### src/rtl/skeleton.sv
// ============================================================================
// Module   : skeleton
// Purpose  : Start/arm/run/done sequencer with an 8-cycle run counter and a registered input parity.
// Revision : 1.0  initial release
// ============================================================================
`default_nettype none

module skeleton (
   input  logic clk,
   input  logic rst,
   input  logic a,
   input  logic b,
   input  logic c,
   output logic d,
   output logic e,
   output logic f
);

   typedef enum logic [1:0] {
      IDLE  = 2'd0,
      ARMED = 2'd1,
      RUN   = 2'd2,
      DONE  = 2'd3
   } state_t;

   localparam logic [2:0] CNT_LAST = 3'd7;

   state_t     state;
   logic [2:0] cnt;

   // e and f are set on the same edge as the state they decode, so they
   // always equal (state == RUN) and (state == DONE) respectively.
   always_ff @(posedge clk or posedge rst) begin
      if (rst) begin
         state <= IDLE;
         cnt   <= 3'd0;
         d     <= 1'b0;
         e     <= 1'b0;
         f     <= 1'b0;
      end else begin
         d <= a ^ b ^ c;
         e <= 1'b0;
         f <= 1'b0;
         case (state)
            IDLE: begin
               cnt <= 3'd0;
               if (a) begin
                  state <= ARMED;
               end
            end
            ARMED: begin
               if (!c) begin
                  state <= IDLE;
               end else if (b) begin
                  state <= RUN;
                  cnt   <= 3'd0;
                  e     <= 1'b1;
               end
            end
            RUN: begin
               // Abort outranks completion.
               if (!c) begin
                  state <= IDLE;
                  cnt   <= 3'd0;
               end else if (cnt == CNT_LAST) begin
                  state <= DONE;
                  cnt   <= 3'd0;
                  f     <= 1'b1;
               end else begin
                  cnt <= cnt + 3'd1;
                  e   <= 1'b1;
               end
            end
            DONE: begin
               state <= IDLE;
               cnt   <= 3'd0;
            end
            default: begin
               state <= IDLE;
               cnt   <= 3'd0;
            end
         endcase
      end
   end

endmodule

`default_nettype wire

### config.mk
export PLATFORM = sky130hd
export DESIGN_NAME = skeleton
export DESIGN_NICKNAME = d
export VERILOG_FILES = /design/src/rtl/skeleton.sv
export SDC_FILE = /design/constraint.sdc
export NUM_CORES = 1
export LEC_CHECK = 0
export CAP_MARGIN = 20
export CORE_AREA = 2 2 39 41
export CTS_BUF_LIST = sky130_fd_sc_hd__clkbuf_2 sky130_fd_sc_hd__clkbuf_4 sky130_fd_sc_hd__clkbuf_8
export CTS_CLUSTER_SIZE = 30
export DETAILED_ROUTE_END_ITERATION = 7
export DIE_AREA = 0 0 41 43
export HOLD_SLACK_MARGIN = 0.12
export SYNTH_ARGS = -nofsm -noshare
export SYNTH_HDL_FRONTEND = slang
export SYNTH_SLANG_ARGS = --single-unit
### constraint.sdc
create_clock -name clk -period 1.25 [get_ports clk]
set_input_delay 0.375 -clock clk [delete_from_list [all_inputs] [get_ports clk]]
set_output_delay 0.375 -clock clk [all_outputs]
set_load 0.1 [all_outputs]
---- Word-level counts from Yosys, hierarchy flattened ----
Cells that the tools add are included.
Widths: inputs -> output; s select.
storage, ports and cells
  bits of input ports ..................... 5
  bits in read-only memories .............. 0
  bits in writable memories ............... 0
  logic and storage cells ................. 40
  bits in latches ......................... 0
  register bits after elaboration ......... 8
  memories ................................ 0
  output and inout port bits .............. 3
operators by class
  bitwise gates (word level) .............. 2
  mux-type cells .......................... 19
  divide/modulo/power cells ............... 0
  shift operators ......................... 0
  reduce and logical (&&, ||, !) cells .... 4
  $mul .................................... 0
  add/subtract/negate cells ............... 1
  equality and inequality tests ........... 9
  $lt $le $gt $ge ......................... 0
operator list
  operator             number
  $mux 3               4
  $mux 2               5
  $pmux 3 s3           1
  $pmux 2 s4           1
  $mux 1               7
  $ne 2x2->1 const B   3
  $ne 3x3->1 const B   2
  $eq 2x2->1 const B   2
  $add 3x1->3 const B  1
  $eq 3x3->1 const B   1
  $reduce_and 3->1     1
  $eq 2x1->1 const B   1
  $logic_not 2->1      1
  $pmux 1 s2           1
  $reduce_and 2->1     1
  $reduce_or 2->1      1
  $xor 1x1->1          2

---- Longest topological paths before layout ----
Gate-level depths: netlist of run 1.
  depth after elaboration ................. 4
  depth in mapped cells ................... 6
  depth with buffers taken out ............ 6

---- Worst setup path after synthesis of run 1 ----
No wires, ideal clock.
  kind .................................... flip-flop to flip-flop
  from .................................... register cnt[0]
  to ...................................... register state[0]
  stages on the path, launching flop included .. 7
  required time ........................... 1.129 ns
  slack ................................... -0.108 ns
  library setup time ...................... 0.121 ns
  period minus slack after synthesis ...... 1.358 ns
  arrival time ............................ 1.237 ns
  buffers on the path ..................... 0
  cell sequence ........................... dfrtp_1 > ha_1 > ha_1 > nand2b_1 > nand2_1 > a21oi_2 > o22a_1
between the ends
  cells in the longest elaborated chain, start to end .. 3
RTL lines
  what                        line  RTL
  start: declaration          29    logic [2:0] cnt;
  start signal: assignment    70    cnt <= cnt + 3'd1;
  $eq 3x3->1                  65    end else if (cnt == CNT_LAST) begin
  $ne 3x3->1 (no line)        --
  $reduce_and 3->1 (no line)  --
  end signal: assignment      63    state <= IDLE;
  end signal: assignment      66    state <= DONE;
  end signal: assignment      75    state <= IDLE;
  end: declaration            28    state_t state;
No other way between the ends.
A chain may end at the register's enable or synchronous reset.

---- Worst setup path in the final report of run 1 ----
Ends and elaborated chain as after synthesis.

==> metrics.txt, run 1 <==
run status=complete, but fails checks; violations in the final reports=negative setup slack; TritonCTS clock tree=yes; reg2reg path depth=6; Synth area leaders=dfrtp_1 (45%), ha_1 (14%), a32o_1 (4.5%); unrepaired setup endpoints after global routing=true; DRT iter0 DRCs=7; post-synthesis cell type count=19; register area share after synthesis=45.2%; dpl hpwl=between 700 and 800 um; syn_nets=50; Slew Limit Fails=0; antenna cell count=0; WL/cell=around 11 um; largest net degree at the start of global routing=9; Worst VDD drop=0.756 mV; Skew-Pair Late Insertion Delay=about 0.26 ns; fin crit period=1.30 ns; initial antenna violation count=0; Rel. slew slack=approximately four fifths; htree depth=1; first-pass GRT wire length=1660 um; final setup fails=2; final worst setup slack=-0.0496 ns; period utilization=104%; dpl ws=-0.262 ns; startpoint types=flop; Vias per Instance=between 4 and 5; leading area contributor after synthesis=dfrtp_1; Core Area=~0.0014 mm2; FILL cells=112; layout cells sized above 1=57.1%; post-synth top area share=a little under half; drt pass-1 iters=4; GRT Residual Overflow=0; vias in the first global route=402; P&R area growth vs syn=69.2%; Reg clk slew, reported paths=about 0.070 ns; final RePlAce weighted congestion=0.747; vias=~390; Critical Path Start=cnt[0]; Max Fclk=769 MHz; worst endpoint required time=approximately 1.4 ns; # port buffers=7; crit path DAT=between 1 and 1.5 ns; GRT Util Overall=approximately 14%; Final Skew=a little over 0.01 ns; syn avg cell area=11.1 um2; Longest Clk Path Bufs=2; chip width=around 40 um; Die Ht=43 um; Rows=14; CTS Root Cell=clkbuf_4; CTS sink count=8; CP max FO=3; reg2reg setup slack=-0.05 ns; DRT antenna net count=0; R2R Path End=state[0]; R2R Path Start=cnt[0]; number of top-level pins=8; DRC=0; Mapped Area=443 um2; Post-Synthesis Cells=40; CP endpoint kind=flop; yosys warns=0; Layout Nets=74; routed wire length=899 um; TNS Setup=-0.0541 ns; cts bufs inserted=3; Initial Utilization=approximately 32%; Worst-Margin Slew=0.316 ns; leakage power=~0.34 nW; WS Path Type=flop to flop; Hold Path Class=primary input to asynchronous set/reset pin; Tot Pwr=about 1.3 mW; Post-CTS Hold Buffers=0; die area=roughly 0.0018 mm2; final hold vios=0; PwrDens=approximately 1700 mW/mm2; max_cap viols=0; synthesized flop and latch total=8
==> worst max path at each step <==
stage | cells after the start | end | slack [ns]
after floorplan | 6 | state[0] | -0.006
after global placement | 4 | cnt[1] | -0.24
after detailed placement | 4 | cnt[2] | -0.26
after CTS | 6 | state[0] | -0.04
after global routing | 6 | state[0] | -0.08
final | 6 | state[0] | -0.05
==> critical path, stage by stage (launching register included) <==
cell and delay, ns:
dfrtp_1 0.38, ha_2 0.20, ha_4 0.15, nand2b_4 0.14, nand2_2 0.06, a21oi_2 0.06
o22a_1 0.21
==> kinds of logic after synthesis <==
group	synth area share (%)
and+or+nand+nor	14.7
buffers and inverters	3.39
AOI/OAI and AO/OA	18.6
DFF	45.2
adders and majority gates	14.1
xor gates and xnor gates	3.96
==> synth_stat cells <==
cell type and count:
ha_1 5, a21oi_2 1, o21ai_1 1, dfrtp_1 8, o22a_1 1, nand2b_4 1, and2_4 1, nand2_1 5
and3_1 1, and2b_1 1, o211ai_1 1, a32o_1 2, nor2_1 1, o22ai_2 1, nand2b_1 1, a21oi_1 1
a21boi_0 2, inv_1 4, xnor2_1 2
==> through the flow <==
stage	area [um2]	cells	utilization, %	hold slack (ns)
floorplan	472	40	-	0.190
global placement	667	73	48.2	0.536
detailed placement	667	73	48.2	0.550
CTS	731	78	52.8	0.372
global route	749	79	54.2	0.415
finish	749	79	54.2	0.360
==> final cells by class <==
class	count	area (um2)	share of cell area, %
clock buffers	4	30.0	4.01
well taps	16	20.0	2.67
multi-input cells	28	288	38.4
inverters	4	15.0	2.00
flip-flops and latches	8	204	27.2
repair buffers	19	193	25.7
==> cells in the final DEF, fill, tap and decap left out, drive strengths merged <==
cell / instances
a21oi: 2
xnor2: 2
clkbuf: 4
o22a: 1
a32o: 2
ha: 5
and2: 1
a21boi: 2
and2b: 1
buf: 15
nor2: 1
inv: 4
and3: 1
o22ai: 1
o21ai: 1
clkdlybuf4s50: 3
o211ai: 1
nand2: 5
dlygate4sd2: 1
nand2b: 2
dfrtp: 8
==> per-layer routing <==
| metal | track usage, % | part of all wire [%] |
|---|---|---|
| met5 | 0 | 0 |
| met4 | 10.0 | 2.6 |
| met3 | 1.57 | 4.7 |
| met2 | 20.9 | 47 |
| met1 | 17.0 | 46 |
==> timing repair <==
item,4_1_cts,5_1_grt
endpoints found under the setup margin,5,6
setup buffers,1,1
pin swaps,0,4
resized for setup,8,4
cloned,0,0
==> report_power, final <==
group,switching [mW],leakage (nW),internal [mW],total [mW]
Sequential,0.0481,0.102,0.310,0.358
Clock,0.0978,0.0184,0.144,0.242
Combinational,0.343,0.221,0.313,0.656
Total,0.489,0.342,0.767,1.26
==> sequential cells by signal (all words and copies together) (netlist names) <==
name	count
cnt	3
state	2
d	1
e	1
f	1
Power figures use the tool's default switching activity.
==> run 2, diff against run 1 <==
Settings changed: TNS_END_PERCENT from default to 20.
Clock period 1.25 ns to 1.3 ns, I/O delays scaled along.
==> run 2 against run 1 <==
The run still ends with negative setup slack left. Combinational power shrank 12%. Worst hold slack improved by 0.0064 ns. Non-clock buffer count down 5. Total power shrank 12%. Setup slack better by 0.0017 ns. Register-to-register slack barely moved. First-iteration DRC count shrank 57%. Clock power decreased by 16%. Sequential power decreased by 7.5%. Maximum frequency fell by 3.6%. Critical path depth is the same. Via count down 12%.
==> metrics.txt, run 2 (synthesis results as in run 1) <==
run status=complete, but fails checks (unchanged); violations in the final reports=negative setup slack (unchanged); Tot Pwr=1.11 mW (was 1.26 mW); routed wire length=890 um (was 899 um); CP max stage cell=dfrtp_1 (unchanged); htree depth=1 (unchanged); Layout Nets=69 (was 74); commonest non-fill, non-tap cell in the layout=dfrtp_1 (was buf_4); cts bufs inserted=3 (unchanged); Die Ht=43 um (unchanged); max_cap viols=0 (unchanged); Post-CTS Hold Buffers=0 (unchanged); layout cells sized above 1=42.1% (was 57.1%); WS Path Type=flop to flop (unchanged); drt pass-1 iters=2 (was 4); CTS sink count=8 (unchanged); most frequent cells in the layout=dfrtp_1 (8), buf_4 (7) (was buf_4 (11), dfrtp_1 (5), nand2_1 (4), clkbuf_4 (4)); worst endpoint required time=1.45 ns (was 1.40 ns); Rel. slew slack=78.6% (was 78.9%); Max Fclk=742 MHz (was 769 MHz); CP endpoint kind=flop (unchanged); DRC=0 (unchanged); worst path cell trace=ha_2 > ha_4 > nand2b_4 > nand2_4 > a21oi_4 > o22a_1 (was ha_2 > ha_4 > nand2b_4 > nand2_2 > a21oi_2 > o22a_1); first-pass GRT wire length=1420 um (was 1660 um); CP max stage delay=0.39 ns (was 0.38 ns); Skew-Pair Late Insertion Delay=0.27 ns (was 0.26 ns); Reg clk slew, reported paths=0.06 ns (was 0.07 ns); CTS Root Cell=clkbuf_4 (unchanged); # port buffers=7 (unchanged); WL met2=436 um (was 422 um); P&R area growth vs syn=54.2% (was 69.2%); die area=0.00176 mm2 (unchanged); Worst VDD drop=0.702 mV (was 0.756 mV); max reg flops=3 (unchanged); fin crit period=1.35 ns (was 1.30 ns); GRT Residual Overflow=0 (unchanged); dpl hpwl=670 um (was 709 um); initial antenna violation count=0 (unchanged); final setup fails=2 (unchanged); Core Area=0.00138 mm2 (unchanged); unrepaired setup endpoints after global routing=true (unchanged); Top reg by flops=cnt (unchanged); Vias per Instance=4.67 (was 4.89); antenna cell count=0 (unchanged); crit path DAT=1.50 ns (was 1.45 ns); DRT antenna net count=0 (unchanged); PwrDens=1620 mW/mm2 (was 1680 mW/mm2); family with the most delay on the worst path=flip-flops (unchanged); WL/cell=12.2 um (was 11.4 um); leakage power=0.313 nW (was 0.342 nW); TNS Setup=-0.0587 ns (was -0.0541 ns); Longest Clk Path Bufs=2 (unchanged); final core occ=49.4% (was 54.2%); placed cells=70 (was 73); largest net degree at the start of global routing=9 (unchanged); met3 WL=39 um (was 42 um); final RePlAce weighted congestion=0.715 (was 0.747); chip width=41 um (unchanged); final worst setup slack=-0.0478 ns (was -0.0496 ns); final hold vios=0 (unchanged); startpoint types=flop (unchanged); Hold Path Class=primary input to asynchronous set/reset pin (unchanged); CP Buf/Inv Count=0 (unchanged); M1 wire length=375 um (was 410 um); FILL cells=129 (was 112); GRT Util Overall=12.4% (was 13.8%); period utilization=104% (about the same); DRT iter0 DRCs=3 (was 7); Initial Utilization=32.0% (unchanged); Cell Count, Final, Fillers Out=73 (was 79); TritonCTS clock tree=yes (unchanged); Final Skew=0.00867 ns (was 0.0102 ns); Slew Limit Fails=0 (unchanged); Worst-Margin Slew=0.321 ns (was 0.316 ns); Rows=14 (unchanged); Highest Signal Layer=met4 (unchanged); CP max FO=3 (unchanged); number of top-level pins=8 (unchanged); vias in the first global route=362 (was 402); biggest regs=cnt (3), state (2) (unchanged); vias=341 (was 386)
## run 2: cell count changes in the layout (fill, tap and decap cells not counted), sizes merged
cell	delta
buf	-5
clkbuf	-1
clkdlybuf4s50	+1
dlygate4sd2	-1
## run 2: area by class of cell
class,instances,area (um2),share of cell area [%]
multi-input cells,28,273,39.9
flip-flops and latches,8,200,29.3
repair buffers,14,153,22.3
clock buffers,3,22.5,3.30
well taps,16,20.0,2.93
inverters,4,15.0,2.20
## run 2: final timing paths
kind	start	end	depth (start not counted)	slack, ns
hold reg to reg	state[0]	state[0]	1	0.55
min in group clk	state[0]	state[0]	1	0.55
hold / removal	rst	cnt[0]	2	0.37
setup reg to reg	cnt[1]	state[0]	6	-0.05
max in group asynchronous	rst	d	2	0.68
setup / recovery	cnt[1]	state[0]	6	-0.05
## run 2: per-layer routing
metal  GRT usage [%]  vias up
met5               0        -
met4            10.0        0
met3            1.57        5
met2            19.1       11
met1            14.2      151
li1                -      174
## run 2: what timing repair did
item / 4_1_cts / 5_1_grt
buffers inserted: 0 / 0
pin swaps: 0 / 4
gates resized for setup: 2 / 6
endpoints found under the setup margin: 5 / 5
## run 2: stage by stage
stage / instance area, um2 / worst slack [ns] / hold slack, ns
after floorplan: 455 / 0.0102 / 0.206
after global placement: 628 / -0.272 / 0.505
after detailed placement: 628 / -0.287 / 0.510
after CTS: 663 / -0.0504 / 0.386
after global routing: 683 / -0.104 / 0.428
final: 683 / -0.0478 / 0.366
## run 2: power breakdown
group	internal (mW)	switching [mW]	total, mW
clock network	0.107	0.0979	0.204
registers	0.295	0.0355	0.331
logic	0.257	0.318	0.575
total	0.659	0.451	1.11
==> run 3, diff against run 2 <==
Settings changed: ABC_AREA from default to 1.
==> run 3 against run 2 <==
The run now ends clean. Sequential power is essentially flat. First-iteration DRC count up 33%. Clock skew is 0.0036 ns lower. Total power decreased by 7.2%. Maximum frequency is 10% higher. Core utilization fell by 2.4 points. Sequential share of layout area grew 1.5 points. Global-route usage up 1.6 points. Synthesized area is 2.8% higher. Synthesized cell count is 45% higher. Wire length shrank 0.56%. Critical path type is now flop to output port. Largest cell class unchanged. Largest power group unchanged.
==> metrics.txt, run 3 <==
post-synthesis mux area share=0% (unchanged); largest net degree at the start of global routing=9 (unchanged); max reg flops=3 (unchanged); GRT Residual Overflow=0 (unchanged); CP max stage delay=0.39 ns (about the same); Mapped Area=455 um2 (was 443 um2); most frequent cells after synthesis=nand2_1 (23), dfrtp_1 (8), inv_1 (7) (was dfrtp_1 (8), ha_1 (5), nand2_1 (5)); CP endpoint kind=output port (was flop); post-synthesis cell type count=11 (was 19); combinational family with the most area after synthesis=simple AND/OR/NAND/NOR gates (was compound AO/OA/AOI/OAI gates); DRT antenna net count=0 (unchanged); number of top-level pins=8 (unchanged); Most used DFF post-synth=dfrtp_1 (unchanged); syn avg cell area=7.85 um2 (was 11.1 um2); die area=0.00176 mm2 (unchanged); Initial Utilization=32.9% (was 32.0%); final setup fails=0 (was 2); routed wire length=885 um (was 890 um); Vias per Instance=4.67 (about the same); CP Buf/Inv Count=1 (was 0); TNS Setup=0 ns (was -0.0587 ns); reg2reg path depth=6 (unchanged); P&R area growth vs syn=42.9% (was 54.2%); commonest non-fill, non-tap cell in the layout=nand2_1 (was dfrtp_1); biggest regs=cnt (3), state (2) (unchanged); synthesized flop and latch total=8 (unchanged); Synth Area in XOR/XNOR=0% (was 3.95%); worst endpoint required time=0.91 ns (was 1.45 ns); final hold vios=0 (unchanged); unrepaired setup endpoints after global routing=false (was true); placed inst area=606 um2 (was 628 um2); post-synth top area share=44.0% (was 45.2%); count leader, synth=nand2_1 (was dfrtp_1); DRT iter0 DRCs=4 (was 3); number of enable flip-flop cells after synthesis=0 (unchanged); yosys warns=0 (unchanged); PwrDens=1580 mW/mm2 (was 1620 mW/mm2); startpoint types=flop (unchanged); Hold Path Class=primary input to asynchronous set/reset pin (unchanged); leakage power=0.372 nW (was 0.313 nW); Post-synth ARST share=100% (unchanged); vias in the first global route=389 (was 362); Skew-Pair Late Insertion Delay=0.27 ns (about the same); WL/cell=10.1 um (was 12.2 um); htree depth=1 (unchanged); Synth Area in Compound Gates=3.02% (was 18.6%); Longest Clk Path Bufs=2 (unchanged); family with the most delay on the worst path=flip-flops (unchanged); chip width=41 um (unchanged); Post-CTS Hold Buffers=0 (unchanged); Slew Limit Fails=0 (unchanged); Rel. slew slack=79.2% (was 78.6%); Tot Pwr=1.03 mW (was 1.11 mW); GRT Util Overall=14.0% (was 12.4%); FILL cells=137 (was 129); antenna cell count=0 (unchanged); fin crit period=1.23 ns (was 1.35 ns); Worst-Margin Slew=0.312 ns (was 0.321 ns); CP max stage cell=dfrtp_1 (unchanged); Post-Synthesis Cells=58 (was 40); syn_nets=68 (was 50); drt pass-1 iters=4 (was 2); dpl hpwl=700 um (was 670 um); Synth Area in Adders=13.7% (was 14.1%); WS Path Type=flop to output port (was flop to flop); Top reg by flops=cnt (unchanged); register area share after synthesis=44.0% (was 45.2%); vias=411 (was 341); Final Skew=0.00509 ns (was 0.00867 ns); CTS sink count=8 (unchanged); leading area contributor after synthesis=dfrtp_1 (unchanged); period utilization=94.3% (was 104%); initial antenna violation count=0 (unchanged); crit path DAT=0.84 ns (was 1.50 ns); CP max FO=1 (was 3); Worst VDD drop=0.667 mV (was 0.702 mV); run status=completed (was complete, but fails checks); cts bufs inserted=3 (unchanged); Rows=14 (unchanged); simple-gate portion of the synthesized area=31.9% (was 14.7%); TritonCTS clock tree=yes (unchanged); Synth area leaders=dfrtp_1 (44%), nand2_1 (19%), ha_1 (14%) (was dfrtp_1 (45%), ha_1 (14%), a32o_1 (4.5%)); worst path cell trace=buf_12 (was ha_2 > ha_4 > nand2b_4 > nand2_4 > a21oi_4 > o22a_1); layout cells sized above 1=23.6% (was 42.1%); max_cap viols=0 (unchanged); first-pass GRT wire length=1500 um (was 1420 um); CTS Root Cell=clkbuf_4 (unchanged); Core Area=0.00138 mm2 (unchanged); design area=651 um2 (was 683 um2); Stages on worst setup path=1 (was 6); most frequent cells in the layout=nand2_1 (23), dfrtp_1 (8), inv_1 (6) (was dfrtp_1 (8), buf_4 (7)); Max Fclk=816 MHz (was 742 MHz); final RePlAce weighted congestion=0.711 (was 0.715); # port buffers=7 (unchanged); DRC=0 (unchanged); Reg clk slew, reported paths=0.06 ns (about the same); Layout Nets=84 (was 69); Die Ht=43 um (unchanged)
==> run 3: cell count changes in the layout (fill, tap and decap cells not counted), sizes merged, moves of 3 or more <==
cell / before / now
nand2: 5 / 23
buf: 10 / 7
inv: 4 / 9
nand3: 0 / 4
==> run 3: layout make-up <==
cell class / count / area [um2] / share of cell area, %
clock buffers: 3 / 22.5 / 3.46
inverters: 9 / 33.8 / 5.19
multi-input cells: 41 / 241 / 37.1
flip-flops and latches: 8 / 200 / 30.8
well taps: 16 / 20.0 / 3.08
repair buffers: 11 / 133 / 20.4
==> run 3: power breakdown <==
group / switching (mW) / internal (mW)
sequential: 0.0348 / 0.297
clock: 0.0984 / 0.107
combinational: 0.301 / 0.193
==> run 3: routing by layer <==
metal / wire length, um / share of wire [%] / global-route usage (%) / up-vias
met5: 0 / 0 / 0 / -
met2: 410 / 46 / 19.7 / 13
li1: - / - / - / 208
met1: 372 / 42 / 13.8 / 185
met4: 40 / 4.5 / 12.0 / 0
met3: 62 / 7.0 / 7.85 / 5
==> run 3: logic make-up after synthesis <==
logic type,after synthesis
buffers and inverters,9
AOI/OAI and AO/OA,2
adders and majority gates,5
and+or+nand+nor,34
DFF,8
==> run 3: stage by stage <==
stage	instances	setup WS, ns	hold WS, ns	util, %
4_1_cts	88	0.0403	0.394	45.8
2_1_floorplan	58	0.0267	0.206	-
3_5_place_dp	85	-0.201	0.478	43.8
3_3_place_gp	85	-0.188	0.477	43.8
6_report	88	0.0746	0.376	47.0
5_1_grt	88	0.00892	0.409	47.0
==> run 3: worst paths after layout <==
kind | slack [ns] | to | start
min | 0.38 | cnt[2] | rst
max in group asynchronous | 0.68 | state[1] | rst
min in group clk | 0.48 | cnt[1] | cnt[1]
max reg2reg | 0.10 | cnt[1] | cnt[0]
max | 0.07 | d | d
min reg2reg | 0.48 | cnt[1] | cnt[1]
==> run 3: timing repair <==
item,4_1_cts,5_1_grt
buffers inserted,0,0
gates resized for setup,1,5
setup endpoints to repair,1,4
hold endpoints to repair,0,0
